File: src/rtl/bcd_time_of_day.sv
// +--------------------------------------------------------------------------+
// | bcd_time_of_day : 24h BCD time-of-day counter, 12/24h view, load, alarm  |
// | Optional alarm comparator enabled by macro BCD_TOD_ALARM_EN. Rev 1.0     |
// +--------------------------------------------------------------------------+
`default_nettype none

module bcd_time_of_day #(
  parameter int          TICK_DIV = 1,
  parameter logic [7:0]  RESET_HH = 8'h12,
  parameter logic [7:0]  RESET_MM = 8'h00,
  parameter logic [7:0]  RESET_SS = 8'h00
) (
  input  logic       clk,
  input  logic       reset,
  input  logic       ena,
  input  logic       mode24,
  input  logic       load_valid,
  input  logic [7:0] load_hh,
  input  logic [7:0] load_mm,
  input  logic [7:0] load_ss,
  output logic       load_err,
  input  logic       alarm_set,
  input  logic [7:0] alarm_hh,
  input  logic [7:0] alarm_mm,
  input  logic       alarm_ack,
  output logic [7:0] hh,
  output logic [7:0] mm,
  output logic [7:0] ss,
  output logic       pm,
  output logic       sec_tick,
  output logic       day_wrap,
  output logic       alarm_fire,
  output logic       alarm_pending
);

  localparam int             c_PW   = (TICK_DIV > 1) ? $clog2(TICK_DIV) : 1;
  localparam logic [c_PW-1:0] c_TERM = c_PW'(TICK_DIV - 1);

  function automatic logic [7:0] f_bcd_inc(input logic [7:0] v);
    f_bcd_inc = (v[3:0] == 4'd9) ? {v[7:4] + 4'd1, 4'd0} : {v[7:4], v[3:0] + 4'd1};
  endfunction

  function automatic logic f_bcd_ok(input logic [7:0] v, input logic [7:0] max);
    f_bcd_ok = (v[7:4] <= 4'd9) && (v[3:0] <= 4'd9) && (v <= max);
  endfunction

  logic [7:0]      r_hh, r_mm, r_ss;
  logic [c_PW-1:0] r_pre;
  logic            r_sec_tick, r_day_wrap, r_load_err;

  logic            w_tc, w_load_ok, w_load, w_adv;
  logic            w_s_wrap, w_m_wrap, w_h_wrap;
  logic [7:0]      w_nxt_hh, w_nxt_mm, w_nxt_ss;

  assign w_tc      = ena && (r_pre == c_TERM);
  assign w_load_ok = f_bcd_ok(load_hh, 8'h23) && f_bcd_ok(load_mm, 8'h59) &&
                     f_bcd_ok(load_ss, 8'h59);
  assign w_load    = load_valid && w_load_ok;
  // A legal load on the terminal-count edge swallows that second.
  assign w_adv     = w_tc && !w_load;

  assign w_s_wrap  = (r_ss == 8'h59);
  assign w_m_wrap  = (r_mm == 8'h59);
  assign w_h_wrap  = (r_hh == 8'h23);
  assign w_nxt_ss  = w_s_wrap ? 8'h00 : f_bcd_inc(r_ss);
  assign w_nxt_mm  = w_s_wrap ? (w_m_wrap ? 8'h00 : f_bcd_inc(r_mm)) : r_mm;
  assign w_nxt_hh  = (w_s_wrap && w_m_wrap) ? (w_h_wrap ? 8'h00 : f_bcd_inc(r_hh)) : r_hh;

  always_ff @(posedge clk) begin
    if (reset) begin
      r_hh       <= RESET_HH;
      r_mm       <= RESET_MM;
      r_ss       <= RESET_SS;
      r_pre      <= '0;
      r_sec_tick <= 1'b0;
      r_day_wrap <= 1'b0;
      r_load_err <= 1'b0;
    end else begin
      r_sec_tick <= w_adv;
      r_day_wrap <= w_adv && w_s_wrap && w_m_wrap && w_h_wrap;
      r_load_err <= load_valid && !w_load_ok;
      if (w_load) begin
        r_hh  <= load_hh;
        r_mm  <= load_mm;
        r_ss  <= load_ss;
        r_pre <= '0;
      end else if (ena) begin
        r_pre <= w_tc ? '0 : r_pre + c_PW'(1);
        if (w_tc) begin
          r_hh <= w_nxt_hh;
          r_mm <= w_nxt_mm;
          r_ss <= w_nxt_ss;
        end
      end
    end
  end

  // 12-hour view: 13..19 -> 01..07, 20/21 -> 08/09, 22/23 -> 10/11.
  always_comb begin
    hh = r_hh;
    pm = 1'b0;
    if (!mode24) begin
      if (r_hh == 8'h00) begin
        hh = 8'h12;
      end else if (r_hh == 8'h12) begin
        pm = 1'b1;
      end else if (r_hh > 8'h12) begin
        pm = 1'b1;
        if (r_hh[7:4] == 4'd1)
          hh = {4'd0, r_hh[3:0] - 4'd2};
        else if (r_hh[3:0] < 4'd2)
          hh = {4'd0, r_hh[3:0] + 4'd8};
        else
          hh = {4'd1, r_hh[3:0] - 4'd2};
      end
    end
  end

  assign mm       = r_mm;
  assign ss       = r_ss;
  assign sec_tick = r_sec_tick;
  assign day_wrap = r_day_wrap;
  assign load_err = r_load_err;

`ifdef BCD_TOD_ALARM_EN
  logic [7:0] r_al_hh, r_al_mm;
  logic       r_alarm_fire, r_alarm_pending;
  logic       w_match;

  // Only a counted second can hit the alarm; loads never do.
  assign w_match = w_adv && (w_nxt_hh == r_al_hh) && (w_nxt_mm == r_al_mm) &&
                   (w_nxt_ss == 8'h00);

  always_ff @(posedge clk) begin
    if (reset) begin
      r_al_hh         <= 8'h00;
      r_al_mm         <= 8'h00;
      r_alarm_fire    <= 1'b0;
      r_alarm_pending <= 1'b0;
    end else begin
      if (alarm_set && f_bcd_ok(alarm_hh, 8'h23) && f_bcd_ok(alarm_mm, 8'h59)) begin
        r_al_hh <= alarm_hh;
        r_al_mm <= alarm_mm;
      end
      r_alarm_fire <= w_match;
      if (w_match)
        r_alarm_pending <= 1'b1;
      else if (alarm_ack)
        r_alarm_pending <= 1'b0;
    end
  end

  assign alarm_fire    = r_alarm_fire;
  assign alarm_pending = r_alarm_pending;
`else
  logic w_unused;
  assign w_unused      = ^{alarm_set, alarm_hh, alarm_mm, alarm_ack};
  assign alarm_fire    = 1'b0;
  assign alarm_pending = 1'b0;
`endif

endmodule

`default_nettype wire

File: config.mk
export PLATFORM = sky130hd
export DESIGN_NAME = bcd_time_of_day
export DESIGN_NICKNAME = d
export VERILOG_FILES = /design/src/rtl/bcd_time_of_day.sv
export SDC_FILE = /design/constraint.sdc
export NUM_CORES = 1
export LEC_CHECK = 0
export BUFFER_PORTS_ARGS = -buffer_cell sky130_fd_sc_hd__buf_2
export CAP_MARGIN = 30
export CORE_MARGIN = 2
export CORE_UTILIZATION = 53
export CTS_CLUSTER_DIAMETER = 50
export DETAILED_ROUTE_END_ITERATION = 10
export PLACE_DENSITY = 0.95
export SYNTH_ARGS = -nofsm -noshare
export SYNTH_HDL_FRONTEND = slang
export SYNTH_SLANG_ARGS = --single-unit
File: constraint.sdc
create_clock -name clk -period 5.15 [get_ports clk]
set_clock_uncertainty 0.2 [all_clocks]
set_input_delay 1.03 -clock clk [delete_from_list [all_inputs] [get_ports clk]]
set_output_delay 1.03 -clock clk [all_outputs]
set_load 0.1 [all_outputs]
==> results.txt, run 1 <==
Fin. Hold Viols: 0
Share of synthesized area occupied by flip-flops and latches: 0.2771
FP Rows: 22
Worst Path Max Fanout: 10
Area Growth Syn to Fin: 15.58%
DR vias: 2105
Setup bufs post-CTS: 0
Tightest Pin Transition: 773.7 ps
Endpoints failing setup: 0
Initial Utilization: 0.5526
Switch Pwr: 0.0001192 W
Chip width: 65.79 um
Top_reg_cell synth: dfxtp_1
TritonCTS Buffers: 3
Total gr overflow: 0
Largest net degree at the start of global routing: 29
Hold_ws: 321.1 ps
Unrepaired setup endpoints after global routing: no
Highest routed layer: met4
FF+latch area: 560.5 um^2
First-pass GRT wire length: 8549 um
Final Critical Period: 3678 ps
Number of global-route vias before repair: 2003
DR WL/cell: 14.52 um
Sequential power share: 0.546
Syn_area_per_cell: 8.029 um^2
Clock transition at path regs: 100 ps
Clk pwr share: 0.296
Antenna fix cells: 0
Critical path class: reg2out
Crit path DAT: 2450 ps
Routed wl met3: 356 um
Hpwl dp: 3575 um
Synth Register Bits: 28
Leading cell types in the layout, fill and taps excluded: buf_2, dfxtp_1, nor2_1, nor3_1, ha_1
Warnings, synthesis: 0
Met1 WL: 2148 um
Mapped cell area: 2023 um^2
CTS H-tree depth: 1
Fin. max-slew vios: 0
CTS Buffer Depth: 2
P_leak: 1.011 nW
Async S/R FF share, synth: 0
Initial antenna violation count: 0
Worst slew margin: 0.4842
Post_cts resized: 0
CTS Hold Bufs: 0
Period utilization: 0.7142
Total Routing Usage GR: 0.2452
Worst skew pair latency: 270 ps
Worst Hold Class: reg2reg
Sink Count: 28
GP Congestion: 0.8823
Num ports: 77
Multi-input logic area: 1344 um^2
Max frequency: 0.2719 GHz
Post-synth EDFFs: 0
Routed WL: 4994 um
Synth Instances: 252
CP required: 3920 ps
Die Span Y: 65.79 um
DR pass1 iterations: 4
Critical path endpoint category: output port
Core Region: 3661 um^2
Share of layout cells above drive strength 1: 0.2365
Die footprint: 4328 um^2
Post-layout nets: 359
Sw Ratio: 0.2930
Commonest non-fill, non-tap cell in the layout: buf_2
Port Buffers: 56
Worst vdd ir: 118.6 uV
Logic gate share of total power: 0.158
DRT iter0 DRCs: 262
Synth unique cells: 56
Vias/cell: 6.119
Max cap viols: 0
Status: complete, no violations
Startpoint Class: flop
Fin Setup TNS: 0 ps
Antenna-violating nets left: 0
DR WL met2: 2430 um
CTS tree: built
DRC errors left: 0
Fillcell total: 326
PD cells: 174.0 nW/um^2
Root Buffer: clkbuf_8
Internal Power: 0.0002877 W
through the flow:
step,util,worst slack [ps],std cells,power (W),area (um^2)
CTS,0.6388,1487,344,0.0004092,2338
global route,0.6388,1342,344,0.0004209,2338
detailed placement,0.6275,1653,341,0.0002909,2297
floorplan,-,461.3,253,0.0002728,2034
global placement,0.6234,1659,340,0.0002901,2282
finish,0.6388,1472,344,0.0004069,2338
synthesized netlist by cell type, drive strengths merged, types with 8 or more instances:
cell | number | area (um^2)
dfxtp | 28 | 560.5
nor2 | 25 | 93.84
nor3 | 18 | 90.09
ha | 14 | 175.2
a211oi | 13 | 102.6
a21oi | 13 | 65.06
nand2 | 13 | 53.80
o21ai | 13 | 65.06
buf | 10 | 66.30
inv | 10 | 37.54
nand3 | 9 | 45.04
nor4 | 8 | 65.06
worst paths after layout:
path,startpoint,end,slack [ps],cells past startpoint
min reg2reg,r_pre,r_pre,320,1
max,r_hh[3],hh[1],1470,5
min,r_pre,r_pre,320,1
max reg2reg,ss[0],r_hh[3],2700,6
power by group through the flow:
stage | sequential (W) | clock, W | combinational [W]
final | 0.000222 | 0.000120 | 0.0000643
after global routing | 0.000223 | 0.000130 | 0.0000687
after CTS | 0.000222 | 0.000123 | 0.0000641
after detailed placement | 0.000227 | 0 | 0.0000638
after global placement | 0.000227 | 0 | 0.0000632
after floorplan | 0.000244 | 0 | 0.0000290
worst max-delay path: stages, from the launching register on:
cell and delay, ps:
dfxtp_1 420, or4_4 600, nor4b_4 510, a21oi_1 80
o22ai_1 130, buf_2 440
cell type report:
cell class | count | share of cell area
Clock buffer | 3 | 0.01766
Inverter | 10 | 0.01605
Sequential cell | 28 | 0.2397
Multi-Input combinational cell | 198 | 0.5746
Timing Repair Buffer | 57 | 0.1263
Tap cell | 48 | 0.02568
routing by layer:
| layer | vias to the layer above | global-route usage |
|---|---|---|
| met2 | 88 | 0.4306 |
| met1 | 975 | 0.3049 |
| met4 | 0 | 0.07292 |
| met3 | 7 | 0.04089 |
| li1 | 1035 | - |
| met5 | - | 0 |
cells by family (layout without fill, tap and decap cells):
kind of cell,after synthesis,in the layout,share of synthesized area
AOI/OAI and AO/OA,64,64,0.2158
DFF,28,28,0.2771
muxes,1,1,0.004948
xor gates and xnor gates,3,3,0.01299
other,1,2,0.001854
adders and majority gates,14,14,0.08658
buffers and inverters,27,70,0.06431
and+or+nand+nor,114,114,0.3364
registers in the layout (all words and copies together), names as in the netlist:
register	count
mm	8
sec_tick	1
day_wrap	1
r_hh	8
load_err	1
ss	8
r_pre	1
Power figures use the tool's default switching activity.
==> run 2, diff against run 1 <==
- CORE_UTILIZATION: 53 -> 49
- PLACE_DENSITY: 0.95 -> 0.9
- clock period: 5.15 -> 3.5 ns (I/O delays scaled with it)
==> results.txt, run 2 (same netlist as run 1, synthesis figures left out) <==
Critical path class: reg2out (unchanged)
DR vias: 2092 (was 2105)
CTS Hold Bufs: 0 (unchanged)
Antenna fix cells: 0 (unchanged)
DR WL/cell: 15.27 um (was 14.52 um)
Post-layout nets: 361 (was 359)
Share of layout cells above drive strength 1: 0.2550 (was 0.2365)
Total gr overflow: 0 (unchanged)
Fin. Hold Viols: 0 (unchanged)
Final Cell Area: 2372 um^2 (was 2338 um^2)
Final WS setup: 156.7 ps (was 1472 ps)
Clock transition at path regs: 100 ps (about the same)
Number of global-route vias before repair: 1965 (was 2003)
Hold Path End: r_pre (unchanged)
Critical path endpoint category: output port (unchanged)
Worst r2r dst: r_hh[1] (was r_hh[3])
Leading cell types in the layout, fill and taps excluded: buf_2, dfxtp_1, nor2_1, nor3_1, ha_1 (unchanged)
DRC errors left: 0 (unchanged)
Fillcell total: 354 (was 326)
Sink Count: 28 (unchanged)
CTS tree: built (unchanged)
Commonest non-fill, non-tap cell in the layout: buf_2 (unchanged)
Worst r2r src: ss[0] (unchanged)
CP Depth: 5 (unchanged)
FP Rows: 23 (was 22)
CTS Buffer Depth: 2 (unchanged)
GP Congestion: 0.8383 (was 0.8823)
CP max stage delay: 550 ps (was 600 ps)
Final Critical Period: 3343 ps
Worst Hold Class: reg2reg (unchanged)
Crit path DAT: 2440 ps (was 2450 ps)
Die footprint: 4659 um^2 (was 4328 um^2)
FF+latch area: 560.5 um^2 (unchanged)
DRT iter0 DRCs: 127 (was 262)
Status: complete, no violations (unchanged)
Dpl ws: 462.3 ps (was 1653 ps)
Initial Utilization: 0.5058 (was 0.5526)
Core Util, Final: 0.5931 (was 0.6388)
R2r setup slk: 1080 ps (was 2700 ps)
PD cells: 254.2 nW/um^2 (was 174.0 nW/um^2)
Routed WL: 5315 um (was 4994 um)
Unrepaired setup endpoints after global routing: no (unchanged)
Crit-path cells: or4_4 > nor4b_4 > a21oi_1 > o22ai_2 > buf_2 (was or4_4 > nor4b_4 > a21oi_1 > o22ai_1 > buf_2)
Vias/cell: 6.011 (was 6.119)
Period utilization: 0.9552
First-pass GRT wire length: 8970 um (was 8549 um)
Hold path startpoint: r_pre (unchanged)
CP required: 2600 ps (was 3920 ps)
Port Buffers: 56 (unchanged)
Hpwl dp: 4036 um (was 3575 um)
Chip width: 68.26 um (was 65.79 um)
Core Region: 4000 um^2 (was 3661 um^2)
TritonCTS Buffers: 3 (unchanged)
Multi-input logic area: 1365 um^2 (was 1344 um^2)
Antenna-violating nets left: 0 (unchanged)
Max frequency: 0.2991 GHz
Largest net degree at the start of global routing: 29 (unchanged)
Worst Path Buf+Inv: 1 (unchanged)
Die Span Y: 68.26 um (was 65.79 um)
Family with the most delay on the worst path: simple AND/OR/NAND/NOR gates (unchanged)
Endpoints failing setup: 0 (unchanged)
R2R cell count: 6 (unchanged)
Max cap viols: 0 (unchanged)
Placed cell areas: 2328 um^2 (was 2297 um^2)
Worst hold stages: 1 (unchanged)
Total Routing Usage GR: 0.2490 (was 0.2452)
P_leak: 1.024 nW (was 1.011 nW)
Initial antenna violation count: 0 (unchanged)
Fin. max-slew vios: 0 (unchanged)
Tightest Pin Transition: 554.4 ps (was 773.7 ps)
Setup bufs post-CTS: 0 (unchanged)
Area Growth Syn to Fin: 17.25% (was 15.58%)
Root Buffer: clkbuf_8 (unchanged)
CTS H-tree depth: 1 (unchanged)
Startpoint Class: flop (unchanged)
DR pass1 iterations: 5 (was 4)
Num ports: 77 (unchanged)
Slowest stage cell on the critical path: or4_4 (unchanged)
Worst skew pair latency: 270 ps (about the same)
Worst slew margin: 0.6304 (was 0.4842)
Worst Path Max Fanout: 11 (was 10)
Worst vdd ir: 245.7 uV (was 118.6 uV)
run 2: changes by cell type in the layout (fill, tap and decap cells not counted), sizes merged:
cell	change
clkbuf	+1
buf	+1
run 2: per-stage QoR:
stage | power, W | instances | setup TNS [ps] | hold WS [ps]
after floorplan | 0.0004023 | 253 | -335.8 | 271.8
final | 0.0006031 | 348 | 0 | 311.4
after detailed placement | 0.0004299 | 345 | 0 | 295.6
after global placement | 0.0004284 | 345 | 0 | 285.9
after global routing | 0.0006229 | 348 | 0 | 339.1
after CTS | 0.0006032 | 348 | 0 | 310.9
run 2: worst max path at each step:
stage	startpoint	to	slack, ps
after floorplan	r_hh[5]	hh[3]	-340
after global placement	r_hh[2]	hh[4]	510
after detailed placement	r_hh[5]	hh[3]	460
after CTS	r_hh[5]	hh[3]	130
after global routing	r_hh[2]	hh[1]	30
final	r_hh[2]	hh[1]	160
run 2: final cells by class:
class,instances,area share
Clock buffer,3,0.01741
Inverter,10,0.01582
Multi-Input combinational cell,198,0.5754
Sequential cell,28,0.2363
Tap cell,50,0.02637
Timing Repair Buffer,59,0.1287
run 2: worst reg2reg max path, cell delays in order, from the launching register on:
cell and delay [ps]:
dfxtp_1 470, ha_1 210, and3b_1 380, nand4_1 330, or4_1 560, nand3_1 100
a21o_1 120
run 2: power breakdown:
part           switching, W  internal [W]  total (W)
logic             0.0000717     0.0000244  0.0000962
registers        0.00000478      0.000322   0.000327
clock network      0.000103     0.0000774   0.000180
total              0.000179      0.000424   0.000603
run 2: metal layers:
layer  routed length [um]  global-route usage  share of wire  up-vias
met5                    0                   0              0        -
met4                   19             0.04250         0.0036        0
met3                  282             0.05099          0.053        4
met2                 2684              0.4490           0.50       52
met1                 2329              0.3072           0.44      999
li1                     -                   -              -     1037
run 2: repair_timing:
item | 4_1_cts | 5_1_grt
resized for setup | 0 | 1
endpoints found under the hold margin | 0 | 0
endpoints found under the setup margin | 0 | 1
==> run 3, diff against run 2 <==
- BUFFER_PORTS_ARGS: -buffer_cell sky130_fd_sc_hd__buf_2 -> unset
- CORE_UTILIZATION: 49 -> 60
- CTS_CLUSTER_SIZE: unset -> 20
- DONT_BUFFER_PORTS: unset -> 1
- PLACE_DENSITY: 0.9 -> 0.86
==> results.txt, run 3 (same netlist as run 1, synthesis figures left out) <==
Status: complete, no violations (unchanged)
DR vias: 1970 (was 2092)
Fin. Hold Viols: 0 (unchanged)
CP Depth: 6 (was 5)
Endpoints failing setup: 0 (unchanged)
Hpwl dp: 3806 um (was 4036 um)
Antenna-violating nets left: 0 (unchanged)
Startpoint Class: flop (unchanged)
Cell mode on critical path: buf_4
Final Critical Period: 3347 ps (was 3343 ps)
DRT iter0 DRCs: 176 (was 127)
Final WS setup: 152.7 ps (was 156.7 ps)
CTS H-tree depth: 1 (unchanged)
Num ports: 77 (unchanged)
Total power: 0.0005618 W (was 0.0006031 W)
Port Buffers: 0 (was 56)
Antenna fix cells: 0 (unchanged)
Dpl ws: 563.8 ps (was 462.3 ps)
CTS Hold Bufs: 0 (unchanged)
Sink Count: 28 (unchanged)
Largest net degree at the start of global routing: 29 (unchanged)
Post_cts resized: 0 (unchanged)
Max cap viols: 0 (unchanged)
TritonCTS Buffers: 3 (unchanged)
DR pass1 iterations: 4 (was 5)
Worst skew pair latency: 340 ps (was 270 ps)
PD cells: 239.6 nW/um^2 (was 254.2 nW/um^2)
Leading cell types in the layout, fill and taps excluded: dfxtp_1, buf_4, nor2_1, nor3_1, ha_1 (was buf_2, dfxtp_1, nor2_1, nor3_1, ha_1)
Setup bufs post-CTS: 0 (unchanged)
Crit-path cells: or4_4 > nor4b_4 > buf_4 > a21oi_1 > o22ai_2 > buf_4 (was or4_4 > nor4b_4 > a21oi_1 > o22ai_2 > buf_2)
Worst vdd ir: 206.1 uV (was 245.7 uV)
Vias/cell: 6.254 (was 6.011)
Unrepaired setup endpoints after global routing: no (unchanged)
Share of layout cells above drive strength 1: 0.1747 (was 0.2550)
Clock transition at path regs: 150 ps (was 100 ps)
DR WL/cell: 16.03 um (was 15.27 um)
Commonest non-fill, non-tap cell in the layout: dfxtp_1 (was buf_2)
Period utilization: 0.9564 (was 0.9552)
Max frequency: 0.2987 GHz (was 0.2991 GHz)
Fin. max-slew vios: 0 (unchanged)
Worst Hold Class: in2reg (was reg2reg)
Worst Path Max Fanout: 11 (unchanged)
Number of global-route vias before repair: 1779 (was 1965)
DRC errors left: 0 (unchanged)
Family with the most delay on the worst path: simple AND/OR/NAND/NOR gates (unchanged)
FP Rows: 21 (was 23)
CTS Buffer Depth: 2 (unchanged)
Crit path DAT: 2450 ps (was 2440 ps)
Critical path class: reg2out (unchanged)
Initial Utilization: 0.6160 (was 0.5058)
CP max stage delay: 540 ps (was 550 ps)
Critical path endpoint category: output port (unchanged)
Die Span Y: 62.07 um (was 68.26 um)
Root Buffer: clkbuf_4 (was clkbuf_8)
Tightest Pin Transition: 945.9 ps (was 554.4 ps)
Fillcell total: 255 (was 354)
CTS tree: built (unchanged)
CP required: 2600 ps (about the same)
Core Region: 3284 um^2 (was 4000 um^2)
Chip width: 62.07 um (was 68.26 um)
Total gr overflow: 0 (unchanged)
R2R cell count: 8 (was 6)
Initial antenna violation count: 0 (unchanged)
Post-layout nets: 331 (was 361)
Worst Path Buf+Inv: 2 (was 1)
Total Routing Usage GR: 0.2746 (was 0.2490)
Die footprint: 3853 um^2 (was 4659 um^2)
Routed WL: 5051 um (was 5315 um)
Worst slew margin: 0.3686 (was 0.6304)
Worst hold stages: 1 (unchanged)
Slowest stage cell on the critical path: or4_4 (unchanged)
Area Growth Syn to Fin: 15.89% (was 17.25%)
GP Congestion: 0.9415 (was 0.8383)
First-pass GRT wire length: 7935 um (was 8970 um)
P_leak: 0.9235 nW (was 1.024 nW)
run 3: cell count changes in the layout (fill, tap and decap cells not counted):
cell / change
o41ai_2: -1
buf_16: +2
nor3b_2: -1
buf_2: -55
nor3b_4: +1
clkbuf_4: +2
o41ai_4: +1
clkbuf_8: -2
buf_12: +1
buf_4: +23
run 3: metal layers:
layer / vias to the layer above / global-route usage / part of all wire
li1: 983 / - / -
met1: 896 / 0.3287 / 0.42
met2: 81 / 0.4732 / 0.49
met3: 10 / 0.06625 / 0.079
met4: 0 / 0.1033 / 0.019
met5: - / 0 / 0
run 3: path summary, 6_finish.rpt:
check | from | endpoint | slack (ps)
worst max-delay path | r_hh[2] | hh[4] | 150
worst min-delay path | reset | r_hh[0] | 210
worst max register to register | ss[1] | r_hh[3] | 930
worst min register to register | r_pre | r_pre | 310
run 3: area by class of cell:
cell class	count	area, um^2	share of cell area
inverter	10	37.54	0.01601
sequential	28	560.5	0.2391
timing repair buffer	29	270.3	0.1153
tap	46	57.56	0.02455
clock buffer	4	36.28	0.01547
multi-input combinational	198	1383	0.5896
run 3: through the flow:
stage | utilization | instance area [um^2] | instances | hold slack, ps | TNS [ps]
4_1_cts | 0.7055 | 2317 | 314 | 202.8 | 0
2_1_floorplan | - | 2056 | 253 | 271.8 | -335.8
6_report | 0.7139 | 2345 | 315 | 205.1 | 0
5_1_grt | 0.7139 | 2345 | 315 | 186.1 | 0
3_5_place_dp | 0.6945 | 2281 | 310 | 291.1 | 0
3_3_place_gp | 0.6861 | 2253 | 309 | 282.7 | 0
run 3: where the power goes:
group          switching (W)  internal (W)  total (W)
logic              0.0000497     0.0000154  0.0000651
registers          0.0000109      0.000323   0.000334
clock network      0.0000994     0.0000638   0.000163
total               0.000160      0.000402   0.000562
